===== src/rtl/pl_word_buffer_if.sv =====
// Handshake/data bundle between the serial-receive controller, the word
// buffer and its consumer.
//   valid_in   : word-ready level from the controller
//   pl_in      : parallel word from the controller
//   rd_en      : consumer read request
//   clr_ovf    : synchronous clear of the sticky overflow flag
//   dout       : registered read data
//   dout_valid : one-cycle pulse, dout holds a freshly read word
//   full/empty : fill-state decodes of count
//   count      : number of stored words, 0..DEPTH
//   overflow   : sticky, a write was dropped while full
// master = producer/consumer side, slave = buffer side.
interface pl_word_buffer_if #(
  parameter int unsigned WIDTH = 6,
  parameter int unsigned AW    = 3
);
  logic             valid_in;
  logic [WIDTH-1:0] pl_in;
  logic             rd_en;
  logic             clr_ovf;
  logic [WIDTH-1:0] dout;
  logic             dout_valid;
  logic             full;
  logic             empty;
  logic [AW:0]      count;
  logic             overflow;

  modport master (
    output valid_in, pl_in, rd_en, clr_ovf,
    input  dout, dout_valid, full, empty, count, overflow
  );

  modport slave (
    input  valid_in, pl_in, rd_en, clr_ovf,
    output dout, dout_valid, full, empty, count, overflow
  );
endinterface


===== src/rtl/pl_word_buffer.sv =====
// Circular word FIFO behind the serial-receive controller. Each rising edge
// of valid_in captures pl_in once; the consumer reads with rd_en and gets the
// word on dout one cycle later, flagged by a dout_valid pulse.
// Ports:
//   clk : system clock, rising edge
//   rst : asynchronous active-high reset
//   bus : pl_word_buffer_if.slave (valid_in, pl_in, rd_en, clr_ovf in;
//         dout, dout_valid, full, empty, count, overflow out)
module pl_word_buffer #(
  parameter int unsigned WIDTH = 6,
  parameter int unsigned DEPTH = 8,
  parameter int unsigned AW    = 3
) (
  input  logic               clk,
  input  logic               rst,
  pl_word_buffer_if.slave    bus
);

  logic [WIDTH-1:0] mem [DEPTH];
  logic [AW-1:0]    wr_ptr;
  logic [AW-1:0]    rd_ptr;
  logic [AW:0]      count_r;
  logic [WIDTH-1:0] dout_r;
  logic             dout_valid_r;
  logic             overflow_r;
  logic             valid_q;

  logic full_w;
  logic empty_w;
  logic wr_req;
  logic rd_acc;
  logic wr_acc;
  logic wr_drop;

  assign full_w  = (count_r == (AW+1)'(DEPTH));
  assign empty_w = (count_r == '0);

  // valid_in may be held for many cycles; only its rising edge writes.
  assign wr_req  = bus.valid_in & ~valid_q;
  assign rd_acc  = bus.rd_en & ~empty_w;
  // A read in the same cycle frees a slot, so a full FIFO still accepts.
  assign wr_acc  = wr_req & (~full_w | rd_acc);
  assign wr_drop = wr_req & ~wr_acc;

  always_ff @(posedge clk or posedge rst) begin
    if (rst) begin
      wr_ptr       <= '0;
      rd_ptr       <= '0;
      count_r      <= '0;
      dout_r       <= '0;
      dout_valid_r <= 1'b0;
      overflow_r   <= 1'b0;
      valid_q      <= 1'b0;
    end else begin
      valid_q      <= bus.valid_in;
      dout_valid_r <= rd_acc;
      if (rd_acc) begin
        dout_r <= mem[rd_ptr];
        rd_ptr <= rd_ptr + AW'(1);
      end
      if (wr_acc) begin
        wr_ptr <= wr_ptr + AW'(1);
      end
      case ({wr_acc, rd_acc})
        2'b10:   count_r <= count_r + (AW+1)'(1);
        2'b01:   count_r <= count_r - (AW+1)'(1);
        default: count_r <= count_r;
      endcase
      // A dropped write takes priority over a same-cycle clear.
      if (wr_drop) begin
        overflow_r <= 1'b1;
      end else if (bus.clr_ovf) begin
        overflow_r <= 1'b0;
      end
    end
  end

  // Storage is not reset. On a full-FIFO read+write, rd_ptr == wr_ptr and the
  // read above sees the old entry because both updates are non-blocking.
  always_ff @(posedge clk) begin
    if (wr_acc) begin
      mem[wr_ptr] <= bus.pl_in;
    end
  end

  assign bus.dout       = dout_r;
  assign bus.dout_valid = dout_valid_r;
  assign bus.full       = full_w;
  assign bus.empty      = empty_w;
  assign bus.count      = count_r;
  assign bus.overflow   = overflow_r;

endmodule


===== src/flat_wrapper.sv =====
// flat-port wrapper written by rule: the top's interface ports become plain ports
module pl_word_buffer_flat 
#(
  parameter int unsigned WIDTH = 6,
  parameter int unsigned DEPTH = 8,
  parameter int unsigned AW    = 3
)
  (clk, rst, bus_valid_in, bus_pl_in, bus_rd_en, bus_clr_ovf, bus_dout, bus_dout_valid, bus_full, bus_empty, bus_count, bus_overflow);
  pl_word_buffer_if #(.WIDTH(WIDTH), .AW(AW)) bus_i ();
  input  logic clk;
  input  logic rst;
  input wire logic [$bits(bus_i.valid_in)-1:0] bus_valid_in;
  input wire logic [$bits(bus_i.pl_in)-1:0] bus_pl_in;
  input wire logic [$bits(bus_i.rd_en)-1:0] bus_rd_en;
  input wire logic [$bits(bus_i.clr_ovf)-1:0] bus_clr_ovf;
  output wire logic [$bits(bus_i.dout)-1:0] bus_dout;
  output wire logic [$bits(bus_i.dout_valid)-1:0] bus_dout_valid;
  output wire logic [$bits(bus_i.full)-1:0] bus_full;
  output wire logic [$bits(bus_i.empty)-1:0] bus_empty;
  output wire logic [$bits(bus_i.count)-1:0] bus_count;
  output wire logic [$bits(bus_i.overflow)-1:0] bus_overflow;
  assign bus_i.valid_in = bus_valid_in;
  assign bus_i.pl_in = bus_pl_in;
  assign bus_i.rd_en = bus_rd_en;
  assign bus_i.clr_ovf = bus_clr_ovf;
  assign bus_dout = bus_i.dout;
  assign bus_dout_valid = bus_i.dout_valid;
  assign bus_full = bus_i.full;
  assign bus_empty = bus_i.empty;
  assign bus_count = bus_i.count;
  assign bus_overflow = bus_i.overflow;
  pl_word_buffer #(.WIDTH(WIDTH), .DEPTH(DEPTH), .AW(AW)) u_core (.clk(clk), .rst(rst), .bus(bus_i));
endmodule

===== config.mk =====
export PLATFORM = sky130hd
export DESIGN_NAME = pl_word_buffer_flat
export DESIGN_NICKNAME = d
export VERILOG_FILES = /design/src/rtl/pl_word_buffer_if.sv /design/src/rtl/pl_word_buffer.sv /design/src/flat_wrapper.sv
export SDC_FILE = /design/constraint.sdc
export NUM_CORES = 1
export LEC_CHECK = 0
export CORE_MARGIN = 8
export CORE_UTILIZATION = 35
export DETAILED_ROUTE_END_ITERATION = 12
export SLEW_MARGIN = 20
export SYNTH_ARGS = -nofsm -noshare
export SYNTH_HDL_FRONTEND = slang
export SYNTH_SLANG_ARGS = --single-unit

===== constraint.sdc =====
create_clock -name clk -period 2.48 [get_ports clk]
set_input_delay 0.496 -clock clk [delete_from_list [all_inputs] [get_ports clk]]
set_output_delay 0.496 -clock clk [all_outputs]
set_load 0.05 [all_outputs]

* Word-level counts from Yosys, hierarchy flattened
Memories as Yosys holds them, arrays and structs flattened. A register that Yosys moved wholly into a read port is not among the register bits.
Cells that the tools add are included.
** Operators by class
- Add/sub/neg operators :: 4
- Bitwise logic cells :: 9
- Equality and inequality tests :: 3
- Reduce and logical (&&, ||, !) cells :: 3
- Muxes and demuxes :: 5
** Operators by type and width (count)
- 4-bit case mux with 2 select lines :: 1
- 3-bit by 1-bit adder with 3-bit output (second input constant) :: 2
- 4-bit by 1-bit adder with 4-bit output (second input constant) :: 1
- 1-bit AND :: 4
- 4-bit == test (second input constant) :: 1
- 4-bit zero test :: 1
- 1-bit 2-to-1 mux :: 4
- 1-bit NOT :: 4
- 2-bit nonzero test :: 2
- 4-bit by 1-bit subtractor with 4-bit output (second input constant) :: 1
- 2-bit by 1-bit == test with 1-bit output (second input constant) :: 1
- 2-bit == test (second input constant) :: 1
- 1-bit bitwise OR :: 1
** Word-level totals
- Memories :: 1
- Output and inout bits :: 14
- Register bits :: 13
- Logic and storage cells :: 31
- Bits in writable memories :: 48
** Memory list
- u_core.mem :: depth 8, bits a word 6, read ports 1, clocked after Yosys merged registers in 1, write ports 1, RTL line pl_word_buffer.sv:19 : logic [WIDTH-1:0] mem [DEPTH];

* Depth between registers and ports, before layout
- Depth in word-level cells :: 8
- Mapped depth :: 9

* Worst setup path before layout
Ideal clock, no wire load.
- Path kind :: register -> register
- From :: register u_core.count_r[3] (netlist: u_core.bus.count[3])
- To :: register u_core.count_r[3] (netlist: u_core.bus.count[3])
- Arrival time :: 2.768 ns
- Stages on the path, launching flop included :: 10
- Path buffers :: 0
- Slack :: -0.422 ns
- Setup time :: 0.134 ns
- Path through :: dfrtp_1 > nor4b_4 > nand2b_2 > nand2_1 > ha_1 > ha_1 > inv_1 > or3_1 > nand4b_1 > o211ai_1
** Between the ends
- Elaborated cells between the ends (all ways) :: 13
- Classes of those cells :: add/sub: 2; eq/ne: 3; mux: 1; bitwise: 5; reduce/logical: 2
** RTL lines
- start: declaration :: RTL line pl_word_buffer.sv:22 : logic [AW:0] count_r;
- start signal: assignment :: RTL line pl_word_buffer.sv:65 : 2'b10: count_r <= count_r + (AW+1)'(1);
- start signal: assignment :: RTL line pl_word_buffer.sv:66 : 2'b01: count_r <= count_r - (AW+1)'(1);
- start signal: assignment :: RTL line pl_word_buffer.sv:67 : default: count_r <= count_r;
- 4-bit == test (*) :: RTL line pl_word_buffer.sv:35 : assign full_w = (count_r == (AW+1)'(DEPTH));
- via bus_full :: RTL line flat_wrapper.sv:18 : output wire logic [$bits(bus_i.full)-1:0] bus_full;
- 1-bit NOT (*) :: RTL line pl_word_buffer.sv:42 : assign wr_acc = wr_req & (~full_w | rd_acc);
- 1-bit bitwise OR (*) :: RTL line pl_word_buffer.sv:42
- 1-bit AND (*) :: RTL line pl_word_buffer.sv:42
- 2-bit by 1-bit == test with 1-bit output or 2-bit == test (tied branches) :: RTL line pl_word_buffer.sv:64 : case ({wr_acc, rd_acc})
- 4-bit case mux with 2 select lines or 2-bit nonzero test (tied branches)
Mark *: on every way through the listed nets, which the timed path passes. The rest lies on a longest branch.
A chain may end at the register's enable or synchronous reset.

* Final worst setup path
- From :: register u_core.count_r[2] (netlist: u_core.bus.count[2])
- To :: register u_core.count_r[3] (netlist: u_core.bus.count[3])
** Between the ends
- Word-level cells in the longest chain between the ends :: 7
- Elaborated cells between the ends (all ways) :: 13
- Classes of those cells :: add/sub: 2; eq/ne: 3; mux: 1; bitwise: 5; reduce/logical: 2
** Ends and longest elaborated chain
- 4-bit zero test :: RTL line pl_word_buffer.sv:36 : assign empty_w = (count_r == '0);
- 1-bit NOT :: RTL line pl_word_buffer.sv:40 : assign rd_acc = bus.rd_en & ~empty_w;
- 1-bit AND :: RTL line pl_word_buffer.sv:40
- 1-bit bitwise OR :: RTL line pl_word_buffer.sv:42
- 1-bit AND :: RTL line pl_word_buffer.sv:42
- 2-bit by 1-bit == test with 1-bit output or 2-bit == test (tied branches) :: RTL line pl_word_buffer.sv:64
- 4-bit case mux with 2 select lines or 2-bit nonzero test (tied branches)
Several ways; a longest one is shown, not always the timed one.

==> impl_metrics.xml <==
<?xml version="1.0" encoding="UTF-8"?>
<metrics>
  <group name="detailed_routing">
    <metric name="route.detailed.drc" unit="">0</metric>
    <metric name="drt_first_iter_violations" unit="">87</metric>
    <metric name="route.vias.total" unit="">1634</metric>
    <metric name="antenna_left" unit="">0</metric>
    <metric name="vias_per_cell" unit="">4.82</metric>
    <metric name="route.detailed.wl_per_inst" unit="µm">15.5</metric>
    <metric name="wl" unit="µm">5250</metric>
    <metric name="drt_first_pass_iters" unit="">4</metric>
  </group>
  <group name="cts">
    <metric name="tritoncts.num_buffers" unit="">9</metric>
    <metric name="clk_latency" unit="ps">330</metric>
    <metric name="tritoncts_clock_tree" unit="">done</metric>
    <metric name="cts-root-to-sink-buffers" unit="">2</metric>
    <metric name="post_cts_hold_buffer_count" unit="">0</metric>
    <metric name="cts.reportedPaths.clkPinSlew" unit="ps">70</metric>
    <metric name="cts.repair_timing.setup_buffer_count" unit="">0</metric>
    <metric name="clock_tree.root_cell" unit="">sky130_fd_sc_hd__clkbuf_8</metric>
    <metric name="ctsHtreeMaxLevel" unit="">3</metric>
    <metric name="cts_num_sinks" unit="">67</metric>
    <metric name="post_cts_repair_resize_count" unit="">0</metric>
  </group>
  <group name="critical_path">
    <metric name="kind_of_launch_point_of_the_worst_setup_path" unit="">flop</metric>
    <metric name="crit_type" unit="">reg2reg</metric>
    <metric name="timing.critical_path.to_type" unit="">flop</metric>
    <metric name="critPathRequiredTime" unit="ps">2690</metric>
    <metric name="worst-r2r-cell-count" unit="">9</metric>
    <metric name="worst-path-max-fanout" unit="">7</metric>
    <metric name="worst_r2r_startpoint" unit="">u_core.bus.count[2]</metric>
    <metric name="reg2reg_slack" unit="ps">290</metric>
    <metric name="timing.rr.end" unit="">u_core.bus.count[3]</metric>
    <metric name="worst_ep_arrival_time" unit="ps">2400</metric>
  </group>
  <group name="yosys">
    <metric name="synth_area_in_compound_gates" unit="">0.0710</metric>
    <metric name="netlist_instances" unit="">187</metric>
    <metric name="synth_simple_gate_area_share" unit="">0.0788</metric>
    <metric name="yosys.area_share.adder" unit="">0.0289</metric>
    <metric name="synth_top_flop_cell" unit="">sky130_fd_sc_hd__edfxtp_1</metric>
    <metric name="mappedNetlistArea" unit="µm²">2860</metric>
    <metric name="synthesized_area_per_cell" unit="µm²">15.3</metric>
    <metric name="yosysWarnings" unit="">0</metric>
    <metric name="synth.mux.area_fraction" unit="">0.0968</metric>
    <metric name="ff_latch_count_synth" unit="">67</metric>
    <metric name="synth-edff-count" unit="">48</metric>
    <metric name="synth.net_count" unit="">204</metric>
    <metric name="synth_xor_area_frac" unit="">0.0184</metric>
    <metric name="sequential_element_share_of_the_synthesized_area" unit="">0.671</metric>
    <metric name="synthArstFlopShare" unit="">0.284</metric>
    <metric name="synthDistinctLibCells" unit="">33</metric>
    <metric name="combinational_family_with_the_most_area_after_synthesis" unit="">multiplexers</metric>
  </group>
  <group name="finish">
    <metric name="nNetsFinal" unit="">246</metric>
    <metric name="finalCoreUtilization" unit="">0.435</metric>
    <metric name="diodes" unit="">0</metric>
    <metric name="drive_gt1_frac" unit="">0.248</metric>
    <metric name="area.growth.synth_to_final" unit="%">22.5</metric>
    <metric name="most_common_cell_after_layout_fill_and_taps_aside" unit="">sky130_fd_sc_hd__edfxtp_1</metric>
    <metric name="post_layout_nonfiller_instances" unit="">339</metric>
    <metric name="mostFrequentLayoutCells" unit="">sky130_fd_sc_hd__edfxtp_1, sky130_fd_sc_hd__clkdlybuf4s50_1, sky130_fd_sc_hd__nand2_1</metric>
  </group>
  <group name="power">
    <metric name="internal-power" unit="mW">2.64</metric>
    <metric name="cellLeakagePower" unit="nW">1.28</metric>
    <metric name="swShare" unit="">0.369</metric>
    <metric name="switching_power" unit="mW">1.54</metric>
    <metric name="power.share.clock" unit="">0.227</metric>
    <metric name="p_seq_frac" unit="">0.390</metric>
    <metric name="combinational_share_of_power" unit="">0.383</metric>
    <metric name="vdd_ir_drop_max" unit="mV">0.494</metric>
    <metric name="power_per_cell_area" unit="nW/µm²">1200</metric>
  </group>
  <group name="floorplan">
    <metric name="starting_density_of_the_core" unit="">0.355</metric>
    <metric name="core" unit="µm²">8050</metric>
    <metric name="die-width" unit="µm">106</metric>
    <metric name="die_h" unit="µm">106</metric>
    <metric name="die_area" unit="µm²">11300</metric>
    <metric name="placement_rows" unit="">33</metric>
    <metric name="num_io_pins" unit="">25</metric>
  </group>
  <group name="placement">
    <metric name="hpwl" unit="µm">3560</metric>
    <metric name="dp_cells" unit="">323</metric>
    <metric name="portBuffers" unit="">24</metric>
    <metric name="gpl.final_weighted_congestion" unit="">0.749</metric>
  </group>
  <group name="timing">
    <metric name="grt_setup_unrepaired" unit="">false</metric>
    <metric name="final-hold-violation-count" unit="">0</metric>
    <metric name="minimum_clock_period_after_layout" unit="ps">2190</metric>
    <metric name="timing.max_slew.rel_slack" unit="">0.621</metric>
    <metric name="timing.clock.skew" unit="ps">3.13</metric>
    <metric name="max_freq" unit="MHz">456</metric>
    <metric name="setup_viol_count_final" unit="">0</metric>
    <metric name="worst_hold_slack" unit="ps">482</metric>
    <metric name="final.period_utilization" unit="">0.884</metric>
    <metric name="timing_worst_slew_pin_value" unit="ps">568</metric>
    <metric name="drv_slew" unit="">0</metric>
  </group>
  <group name="hold_path">
    <metric name="worst_hold_path_type" unit="">reg2reg</metric>
    <metric name="timing.hold.worst_path_depth" unit="">2</metric>
    <metric name="hold_path.startpoint" unit="">u_core.bus.dout[3]</metric>
    <metric name="hold-path-endpoint" unit="">u_core.bus.dout[3]</metric>
  </group>
  <group name="global_route">
    <metric name="grt_pass1_wl" unit="µm">8620</metric>
    <metric name="global_route.overflow_total" unit="">0</metric>
    <metric name="grt_pass1_vias" unit="">1747</metric>
    <metric name="grt_antenna_before_repair" unit="">0</metric>
    <metric name="maximum_number_of_pins_on_one_net_before_global_route_repair" unit="">27</metric>
    <metric name="grtUsageTotal" unit="">0.0994</metric>
  </group>
  <group name="status">
    <metric name="run_status" unit="">finished clean</metric>
  </group>
  <group name="job">
    <metric name="cap_viol_max_count" unit="">0</metric>
  </group>
</metrics>
## final cells by class
class                   count  area, µm²
clock inverters             6       80.1
repair buffers             37        333
fillers                   765       4550
inverters                   8       30.0
flip-flops and latches     67       1920
clock buffers              10        128
well taps                 105        131
multi-input cells         106        873
## power by group through the flow
stage                     Combinational, mW  Clock [mW]  Sequential [mW]
after detailed placement               1.63           0             1.66
after global routing                   1.75        1.02             1.67
final                                  1.60       0.951             1.63
after CTS                              1.64       0.975             1.64
after floorplan                       0.978           0             1.91
after global placement                 1.61           0             1.65
## layer usage
metal | part of all wire | up-vias | GRT usage
met2 | 0.50 | 25 | 0.160
met5 | 0 | - | 0
li1 | - | 787 | -
met4 | 0.016 | 0 | 0.0623
met3 | 0.028 | 8 | 0.0212
met1 | 0.45 | 814 | 0.120
## cells in the mapped netlist (all sizes together) (5+ instances only)
master,n,area share
mux2i,13,0.046
o21ai,8,0.018
nand2,17,0.022
inv,8,0.011
xnor2,5,0.015
mux2,13,0.051
buf,5,0.023
edfxtp,48,0.50
nor2,7,0.0092
a221o,6,0.021
o22ai,7,0.015
dfrtp,19,0.17
ha,5,0.022
## worst max path at each step
stage / start / end / slack [ps] / depth (start not counted)
6_report: u_core.bus.count[2] / u_core.bus.count[3] / 290 / 9
3_3_place_gp: bus_valid_in / u_core.bus.count[3] / 80 / 9
2_1_floorplan: u_core.bus.count[2] / u_core.bus.count[3] / -160 / 9
5_1_grt: u_core.bus.count[2] / u_core.bus.count[3] / 190 / 9
3_5_place_dp: bus_valid_in / u_core.bus.count[3] / 40 / 9
4_1_cts: u_core.bus.count[0] / bus_count[0] / 270 / 1
## sequential cells by signal, summed over array words and instances, names as in the netlist
signal	cells
u_core.wr_ptr	3
u_core.rd_ptr	3
u_core.mem	48
u_core.bus.dout_valid	1
u_core.bus.overflow	1
u_core.valid_q	1
u_core.bus.dout	6
u_core.bus.count	4
## cells by family (layout without fill, tap and decap cells)
logic type | after synthesis | in the layout
XOR/XNOR | 6 | 6
multiplexers | 26 | 26
buffers and inverters | 14 | 61
AO/OA/AOI/OAI | 25 | 25
AND/OR/NAND/NOR | 43 | 43
adder cells (fa/ha/maj) | 6 | 6
flip-flops | 67 | 67
## per-stage QoR
step	area [µm²]	power [mW]	TNS, ps	worst slack (ps)
final	3500	4.19	0	287
after global routing	3500	4.44	0	188
after CTS	3500	4.25	0	273
after detailed placement	3290	3.29	0	40.3
after global placement	3290	3.26	0	75.7
after floorplan	2910	2.88	-484	-161
## critical path: stages (launching register included)
cell and delay, ps:
sky130_fd_sc_hd__dfrtp_4 540, sky130_fd_sc_hd__nor4b_4 340, sky130_fd_sc_hd__nand2b_2 120, sky130_fd_sc_hd__nand2_2 130, sky130_fd_sc_hd__ha_4 190, sky130_fd_sc_hd__ha_4 140, sky130_fd_sc_hd__inv_2 30, sky130_fd_sc_hd__or3_1 370
sky130_fd_sc_hd__nand4b_1 110, sky130_fd_sc_hd__o211ai_1 90
(Power assumes the default switching activity.)
==> RTL edit (same flow settings) <==
`AW` is set to 3 in 3 places; all go to 4.
--- a/src/rtl/pl_word_buffer_if.sv
+++ b/src/rtl/pl_word_buffer_if.sv
@@ -12,7 +12,7 @@
 // master = producer/consumer side, slave = buffer side.
 interface pl_word_buffer_if #(
   parameter int unsigned WIDTH = 6,
-  parameter int unsigned AW    = 3
+  parameter int unsigned AW    = 4
 );
   logic             valid_in;
   logic [WIDTH-1:0] pl_in;
--- a/src/rtl/pl_word_buffer.sv
+++ b/src/rtl/pl_word_buffer.sv
@@ -9,7 +9,7 @@
 module pl_word_buffer #(
   parameter int unsigned WIDTH = 6,
   parameter int unsigned DEPTH = 8,
-  parameter int unsigned AW    = 3
+  parameter int unsigned AW    = 4
 ) (
   input  logic               clk,
   input  logic               rst,
--- a/src/flat_wrapper.sv
+++ b/src/flat_wrapper.sv
@@ -3,7 +3,7 @@
 #(
   parameter int unsigned WIDTH = 6,
   parameter int unsigned DEPTH = 8,
-  parameter int unsigned AW    = 3
+  parameter int unsigned AW    = 4
 )
   (clk, rst, bus_valid_in, bus_pl_in, bus_rd_en, bus_clr_ovf, bus_dout, bus_dout_valid, bus_full, bus_empty, bus_count, bus_overflow);
   pl_word_buffer_if #(.WIDTH(WIDTH), .AW(AW)) bus_i ();
Ports: changed (resized bus_count); port bits go from 25 to 26. No check against the original RTL was run, so the function may have changed too.
==> RTL edit against the unedited design <==
Sequential cell count rose by 1. Clock skew rose by 8.5 ps. Total power rose by 0.87%. Fmax fell by 7.5%. Routed wire length rose by 5.6%. First-iteration DRC count fell by 10%. Final cell count rose by 4.7%. Final area rose by 3.5%. Non-clock buffer count rose by 10. Setup slack got worse by 180 ps. Sequential power fell by 3%. Sequential share of layout area fell by 1.3 points. Synthesized area rose by 0.74%. Critical path type unchanged.
==> RTL edit: results (changes against the unedited design) <==
[global_routing]
track_usage_pct = 10.4  ; +0.41 points
grt_pass1_wl_um = 8910  ; +3.4%
grtUsageMet1_pct = 11.1  ; -0.91 points
first_global_vias = 1764  ; +0.97%
grt_use_met2_pct = 17.3  ; +1.3 points

[pwr]
p_seq_share_pct = 37.4  ; -1.6 points
p_sw_mw = 1.59  ; +2.8%
p_comb_mw = 1.86  ; +16%
power.leakage_nw = 1.33  ; +4.4%
ir_drop_mv = 0.612  ; +24%

[yosys]
muxShareOfSynthArea_pct = 9.65  ; -0.028 points
yosys.cell_types.count = 36  ; +9.1%
ys_top_cells_by_area = edfxtp_1 50%, dfrtp_1 17%, mux2_2 5.5%
synth_compound_area_share_pct = 7.35  ; +0.25 points
async_flop_share_pct = 29.4  ; +1.1 points
synth_common_cells = 48 x edfxtp_1, 20 x dfrtp_1, 17 x nand2_1
synthesis.nets = 211  ; +3.4%
synthAdderAreaFrac_pct = 3.30  ; +0.41 points

[place]
routabilityCongestion = 0.707  ; -5.7%
dp_hpwl_um = 3900  ; +9.4%
pre_cts_slack_ps = -88.3  ; -129 ps
place_area_um2 = 3420  ; +4.0%

[detailed_routing]
drt-met1-wl_um = 2310  ; -2.5%
vias = 1715  ; +5.0%
routed_wl_um = 5540  ; +5.6%
wl_met3_um = 220  ; +52%
met2_length_um = 2940  ; +11%
drtIter0Drc = 78  ; -10%

[sta]
maxSlewHeadroom_pct = 66.2  ; +4.2 points
skew_ps = 11.7  ; +8.54 ps

[clock_tree]
clkSlewWorstSetupHoldPaths_ps = 70  ; about the same
numCtsBuffers = 9  ; unchanged

[outcome]
status = complete, no violations

[setup_path]
critPathSlowestCell = or4_4
critPathMaxFanout = 9  ; +2
crit_arrival_ps = 2590  ; +190 ps

[cells_and_area]
layout.nets = 263  ; +6.9%
fillers = 753  ; -1.6%

==> RTL edit: changes by cell type after synthesis, sizes merged, moves of 2 or more <==
| cell | unedited run | this run |
|---|---|---|
| nand3b | 0 | 3 |
| a21oi | 1 | 3 |
| inv | 8 | 6 |
| nand2b | 4 | 2 |
| nor4 | 4 | 2 |
| o21ai | 8 | 10 |
==> RTL edit: layout make-up <==
type / count / area share, %
Sequential cell: 68 / 53.7
Multi-Input combinational cell: 113 / 25.4
Timing Repair Buffer: 47 / 12.0
Clock buffer: 11 / 3.90
Tap cell: 105 / 3.63
Clock inverter: 5 / 0.760
Inverter: 6 / 0.622
==> RTL edit: final timing paths <==
check	to	slack, ps	cells after the start
max in group asynchronous	u_core.bus.count[1]	1770	3
max reg2reg	u_core.bus.count[4]	110	9
min in group clk	u_core.bus.dout[5]	490	2
max	u_core.bus.count[4]	110	9
min	u_core.bus.dout[1]	480	3
min reg2reg	u_core.bus.dout[5]	490	2
==> RTL edit: metrics by stage <==
stage / TNS, ps / instances / hold WS (ps) / util [%] / total power, mW
floorplan: -13.4 / 193 / 460 / - / 2.85
global placement: -41.0 / 339 / 470 / 42.3 / 3.41
detailed placement: -140 / 339 / 474 / 42.3 / 3.45
CTS: 0 / 355 / 477 / 44.4 / 4.23
global route: 0 / 355 / 490 / 44.8 / 4.48
finish: 0 / 355 / 477 / 44.8 / 4.22
==> RTL edit: worst max-delay path: cells and delay by family (launching register included) <==
kind                     cells  cell delay, ps
flip-flops                   1             410
adder cells (fa/ha/maj)      2             590
buffers and inverters        1              80
AO/OA/AOI/OAI                4             510
AND/OR/NAND/NOR              2             650
